==> config.mk <==
export PLATFORM = sky130hd
export DESIGN_NAME = empacadora
export DESIGN_NICKNAME = d
export VERILOG_FILES = /design/src/rtl/empacadora.sv
export SDC_FILE = /design/constraint.sdc
export NUM_CORES = 1
export LEC_CHECK = 0
export CORE_MARGIN = 4
export CORE_UTILIZATION = 51
export DETAILED_ROUTE_END_ITERATION = 8
export PLACE_DENSITY = 0.75
export SLEW_MARGIN = 0
export SYNTH_ARGS = -nofsm -noshare
export SYNTH_HDL_FRONTEND = slang
export SYNTH_SLANG_ARGS = --single-unit
==> constraint.sdc <==
create_clock -name clk -period 2.7 [get_ports clk]
set_input_delay 0.54 -clock clk [delete_from_list [all_inputs] [get_ports clk]]
set_output_delay 0.54 -clock clk [all_outputs]
set_load 0.1 [all_outputs]
==> src/rtl/empacadora.sv <==
// Sock packer: pairs socks per type, groups pairs into packs and queues
// finished packs in a 4-entry FIFO toward the downstream conveyor.
module empacadora #(
  parameter int PARES_POR_PAQUETE = 3
) (
  input  logic       clk,
  input  logic       reset,
  input  logic [2:0] TH,
  input  logic       PACK_READY,
  output logic       PACK_VALID,
  output logic [2:0] PACK_TYPE,
  output logic       PAUSA,
  output logic       ERR,
  output logic [7:0] TOTAL
);

  localparam logic [2:0] C_LAST = 3'(PARES_POR_PAQUETE - 1);
  localparam logic [2:0] DEPTH  = 3'd4;

  logic [5:1]      u_q, u_d;
  logic [5:1][2:0] c_q, c_d;
  logic [1:0]      rd_ptr_q, rd_ptr_d;
  logic [1:0]      wr_ptr_q, wr_ptr_d;
  logic [2:0]      count_q, count_d;
  logic            pausa_q, pausa_d;
  logic            err_q, err_d;
  logic [7:0]      total_q, total_d;
  logic [2:0]      mem_q [4];
  logic            pair_done;
  logic            push;
  logic            pop;

  assign PACK_VALID = (count_q != 3'd0);
  assign PACK_TYPE  = PACK_VALID ? mem_q[rd_ptr_q] : 3'b000;
  assign PAUSA      = pausa_q;
  assign ERR        = err_q;
  assign TOTAL      = total_q;

  always_comb begin
    // NOTE: every signal assigned here gets a default first, so no path infers a latch.
    u_d       = u_q;
    c_d       = c_q;
    err_d     = err_q;
    pair_done = 1'b0;

    if (TH == 3'b110 || TH == 3'b111) begin
      err_d = 1'b1;
    end

    for (int t = 1; t <= 5; t++) begin
      if (TH == 3'(t)) begin
        if (!u_q[t]) begin
          u_d[t] = 1'b1;
        end else begin
          u_d[t] = 1'b0;
          if (c_q[t] == C_LAST) begin
            c_d[t]    = 3'd0;
            pair_done = 1'b1;
          end else begin
            c_d[t] = c_q[t] + 3'd1;
          end
        end
      end
    end

    // A full FIFO still takes a new pack when the head leaves on the same edge.
    pop  = PACK_VALID && PACK_READY;
    push = pair_done && ((count_q != DEPTH) || pop);
    if (pair_done && !push) begin
      err_d = 1'b1;
    end

    rd_ptr_d = rd_ptr_q + {1'b0, pop};
    wr_ptr_d = wr_ptr_q + {1'b0, push};
    count_d  = count_q + {2'b00, push} - {2'b00, pop};
    total_d  = total_q + {7'd0, pop};
    pausa_d  = (count_d >= 3'd3);
  end

  // NOTE: sequential state uses non-blocking assignments so every flop samples pre-edge values.
  always_ff @(posedge clk) begin
    if (reset) begin
      u_q      <= '0;
      c_q      <= '0;
      rd_ptr_q <= '0;
      wr_ptr_q <= '0;
      count_q  <= '0;
      pausa_q  <= 1'b0;
      err_q    <= 1'b0;
      total_q  <= '0;
    end else begin
      u_q      <= u_d;
      c_q      <= c_d;
      rd_ptr_q <= rd_ptr_d;
      wr_ptr_q <= wr_ptr_d;
      count_q  <= count_d;
      pausa_q  <= pausa_d;
      err_q    <= err_d;
      total_q  <= total_d;
    end
  end

  // NOTE: FIFO storage is not reset; PACK_TYPE is masked to 000 whenever the FIFO is empty.
  always_ff @(posedge clk) begin
    if (push && !reset) begin
      mem_q[wr_ptr_q] <= TH;
    end
  end

endmodule

==> reports/summary.txt <==
Wire per inst -> 14.18 µm
H-tree levels -> 2
Tcrit/Tclk final -> 0.9435
Max_cap viols -> 0
CTS tree -> yes
Worst path slowest cell -> clkdlybuf4s50_1
R2R setup slack -> 0.18 ns
DR vias/cell -> 5.329
#FFs+latches synth -> 49
Post-CTS Setup Bufs -> 0
DR iter-0 viols -> 62
N_diodes -> 0
Initial core utilization -> 0.5342
Post-Synthesis Cell Area -> 0.002152 mm²
Post-synth ARST share -> 0
Rel. slew slack -> 0.7079
Final Total Pwr -> 2.084 mW
Worst-Margin Slew -> 0.4372 ns
Die height -> 72.96 µm
Worst-path clk slew -> 0.08 ns
Post-DP HPWL -> 2912 µm
Inserted Clock Buffers -> 5
Ys Warns -> 0
CP arrival -> 2.74 ns
GRT Util Overall -> 0.1663
Cell Chain, Critical Path -> clkdlybuf4s50_1 -> nor4b_2 -> a31o_4 -> o21ai_1 -> ha_1 -> fa_1 -> xnor2_2 -> xnor2_1 -> nor2_1 -> a21o_1
Crit path kind -> in -> reg
Avg Cell Area, Syn -> 11.04 µm²
Ys flop type -> dfxtp_1
First-pass GRT wire length -> 6755 µm
Clock period minus worst slack -> 2.547 ns
Initial antenna violation count -> 0
Final GP Congestion -> 0.6861
CTS Buffer Depth -> 2
Largest net degree at the start of global routing -> 38
Post-synth EDFFs -> 12
Io pins -> 20
Unique masters post-synth -> 42
Max-slew violations -> 0
WL final -> 3969 µm
Root buf cell -> clkbuf_8
Critical Path RT -> 2.90 ns
PortBufs -> 19
Fin. Hold Viols -> 0
Global route total overflow -> 0
Nets -> 241
Residual DRC -> 0
Status -> finished clean
Clk_lat worst skew -> 0.30 ns
Vias -> 1492
Setup TNS -> 0 ns
Commonest cells after routing, fill and taps aside -> dfxtp_1 (37), buf_4 (28), nor2_1 (25)
Leak -> 0.9334 nW
CORE AREA -> 0.004029 mm²
Fmax -> 392.6 MHz
CP Launch Type -> primary input
Post-layout util -> 0.6280
RSZ-0062 raised after global routing -> false
Routed Antenna Nets -> 0
Reg-to-Reg Start -> count_q[1]
Start point of the critical path -> PACK_READY
Synthesized instance count -> 195
Area Growth Syn to Fin -> 17.56%
Number of global-route vias before repair -> 1496
Seq/Total Area, Yosys -> 0.5116
Die footprint -> 0.005323 mm²
Hold path depth -> 2
Maximum vdd ir drop -> 0.3526 mV
Width of the die -> 72.96 µm
Cell Pwr Density -> 823.9 mW/mm²
CP Capture Type -> flip-flop
Most common cell after layout, fill and taps aside -> dfxtp_1
Min-delay worst type -> reg -> reg
Setup Skew -> 0.007994 ns
Worst Path Max Fanout -> 3
Reg2Reg Capture Point -> PAUSA
Pre-antenna DRT Iters -> 4
Final setup viols -> 0
Num rows -> 23
Worst reg-to-reg path cell count -> 10
CP Capture Point -> PAUSA
Net Count, Synth -> 207
CP max stage delay -> 0.47 ns
Clk sinks -> 49
Share of post-route cells with drive strength above 1 -> 0.2435
-- cell type report --
class                           instances  area (µm²)
Sequential cell                        49        1101
Timing Repair Buffer                   33       245.2
Clock inverter                          1       5.005
Fill cell                             329        1499
Tap cell                               50       62.56
Inverter                                8       30.03
Clock buffer                            7       76.32
Multi-Input combinational cell        132        1010
-- logic make-up (layout without fill, tap and decap cells) --
kind of cell             Yosys count  after routing  share of synthesized area
AO/OA/AOI/OAI                     21             21                    0.07151
XOR/XNOR                          21             21                    0.08546
adder cells (fa/ha/maj)            6              6                    0.03837
buffers and inverters             14             49                    0.02791
flip-flops                        49             49                     0.5116
multiplexers                       7              7                    0.05000
AND/OR/NAND/NOR                   77             77                     0.2151
-- sequential cells by signal, indices dropped and copies added, names as in the netlist --
signal	flops
mem_q	12
u_q	5
rd_ptr_q	2
PAUSA	1
wr_ptr_q	2
count_q	3
ERR	1
c_q	15
TOTAL	8
-- worst min-delay path by stage --
| stage | slack [ns] | startpoint | endpoint |
|---|---|---|---|
| 5_1_grt | 0.51 | TH[0] | mem_q[0][0] |
| 2_1_floorplan | 0.46 | c_q[4] | c_q[4] |
| 4_1_cts | 0.50 | c_q[11] | c_q[10] |
| 3_5_place_dp | 0.49 | c_q[11] | c_q[10] |
| 3_3_place_gp | 0.48 | c_q[4] | c_q[4] |
| 6_report | 0.50 | c_q[11] | c_q[10] |
-- synthesized netlist by cell type, types with 5 or more instances --
| library cell | number | area share |
|---|---|---|
| and2_1 | 6 | 0.017 |
| a311oi_1 | 5 | 0.020 |
| nand3_1 | 11 | 0.026 |
| xor2_1 | 5 | 0.020 |
| nand2b_1 | 5 | 0.015 |
| dfxtp_1 | 37 | 0.34 |
| nor2_1 | 25 | 0.044 |
| xnor2_1 | 16 | 0.065 |
| ha_1 | 5 | 0.029 |
| nor2b_1 | 6 | 0.017 |
| edfxtp_1 | 12 | 0.17 |
| inv_1 | 7 | 0.012 |
| a21oi_1 | 10 | 0.023 |
-- metrics by stage --
step / cells / hold WS (ns) / setup WS [ns] / cell area, µm²
2_1_floorplan: 195 / 0.4639 / 0.1149 / 2157
3_3_place_gp: 272 / 0.4777 / -0.5074 / 2450
3_5_place_dp: 272 / 0.4929 / -0.6724 / 2450
4_1_cts: 280 / 0.5005 / 0.02251 / 2534
5_1_grt: 280 / 0.5054 / 0.01432 / 2530
6_report: 280 / 0.5009 / 0.1526 / 2530
-- per-layer routing --
metal,GRT usage,part of all wire,vias up
li1,-,-,750
met1,0.1832,0.40,710
met2,0.2996,0.54,23
met3,0.03719,0.042,9
met4,0.07992,0.018,0
met5,0,0,-
-- timing repair --
| action | CTS | global route |
|---|---|---|
| endpoints found under the setup margin | 3 | 2 |
| resized for setup | 8 | 7 |
| pin swaps | 0 | 0 |
| hold buffers | 0 | 0 |
-- worst max-delay path: cells and delay by family --
family                     cells  cell delay [ns]
adders and majority gates      2             0.61
buffers and inverters          1             0.47
and+or+nand+nor                2             0.43
AOI/OAI and AO/OA              3             0.39
xor gates and xnor gates       2             0.30
-- power breakdown --
| part | switching, mW | internal, mW | total (mW) |
|---|---|---|---|
| clock network | 0.225 | 0.182 | 0.407 |
| registers | 0.0563 | 0.803 | 0.860 |
| logic | 0.561 | 0.257 | 0.817 |
Power figures use the tool's default switching activity.
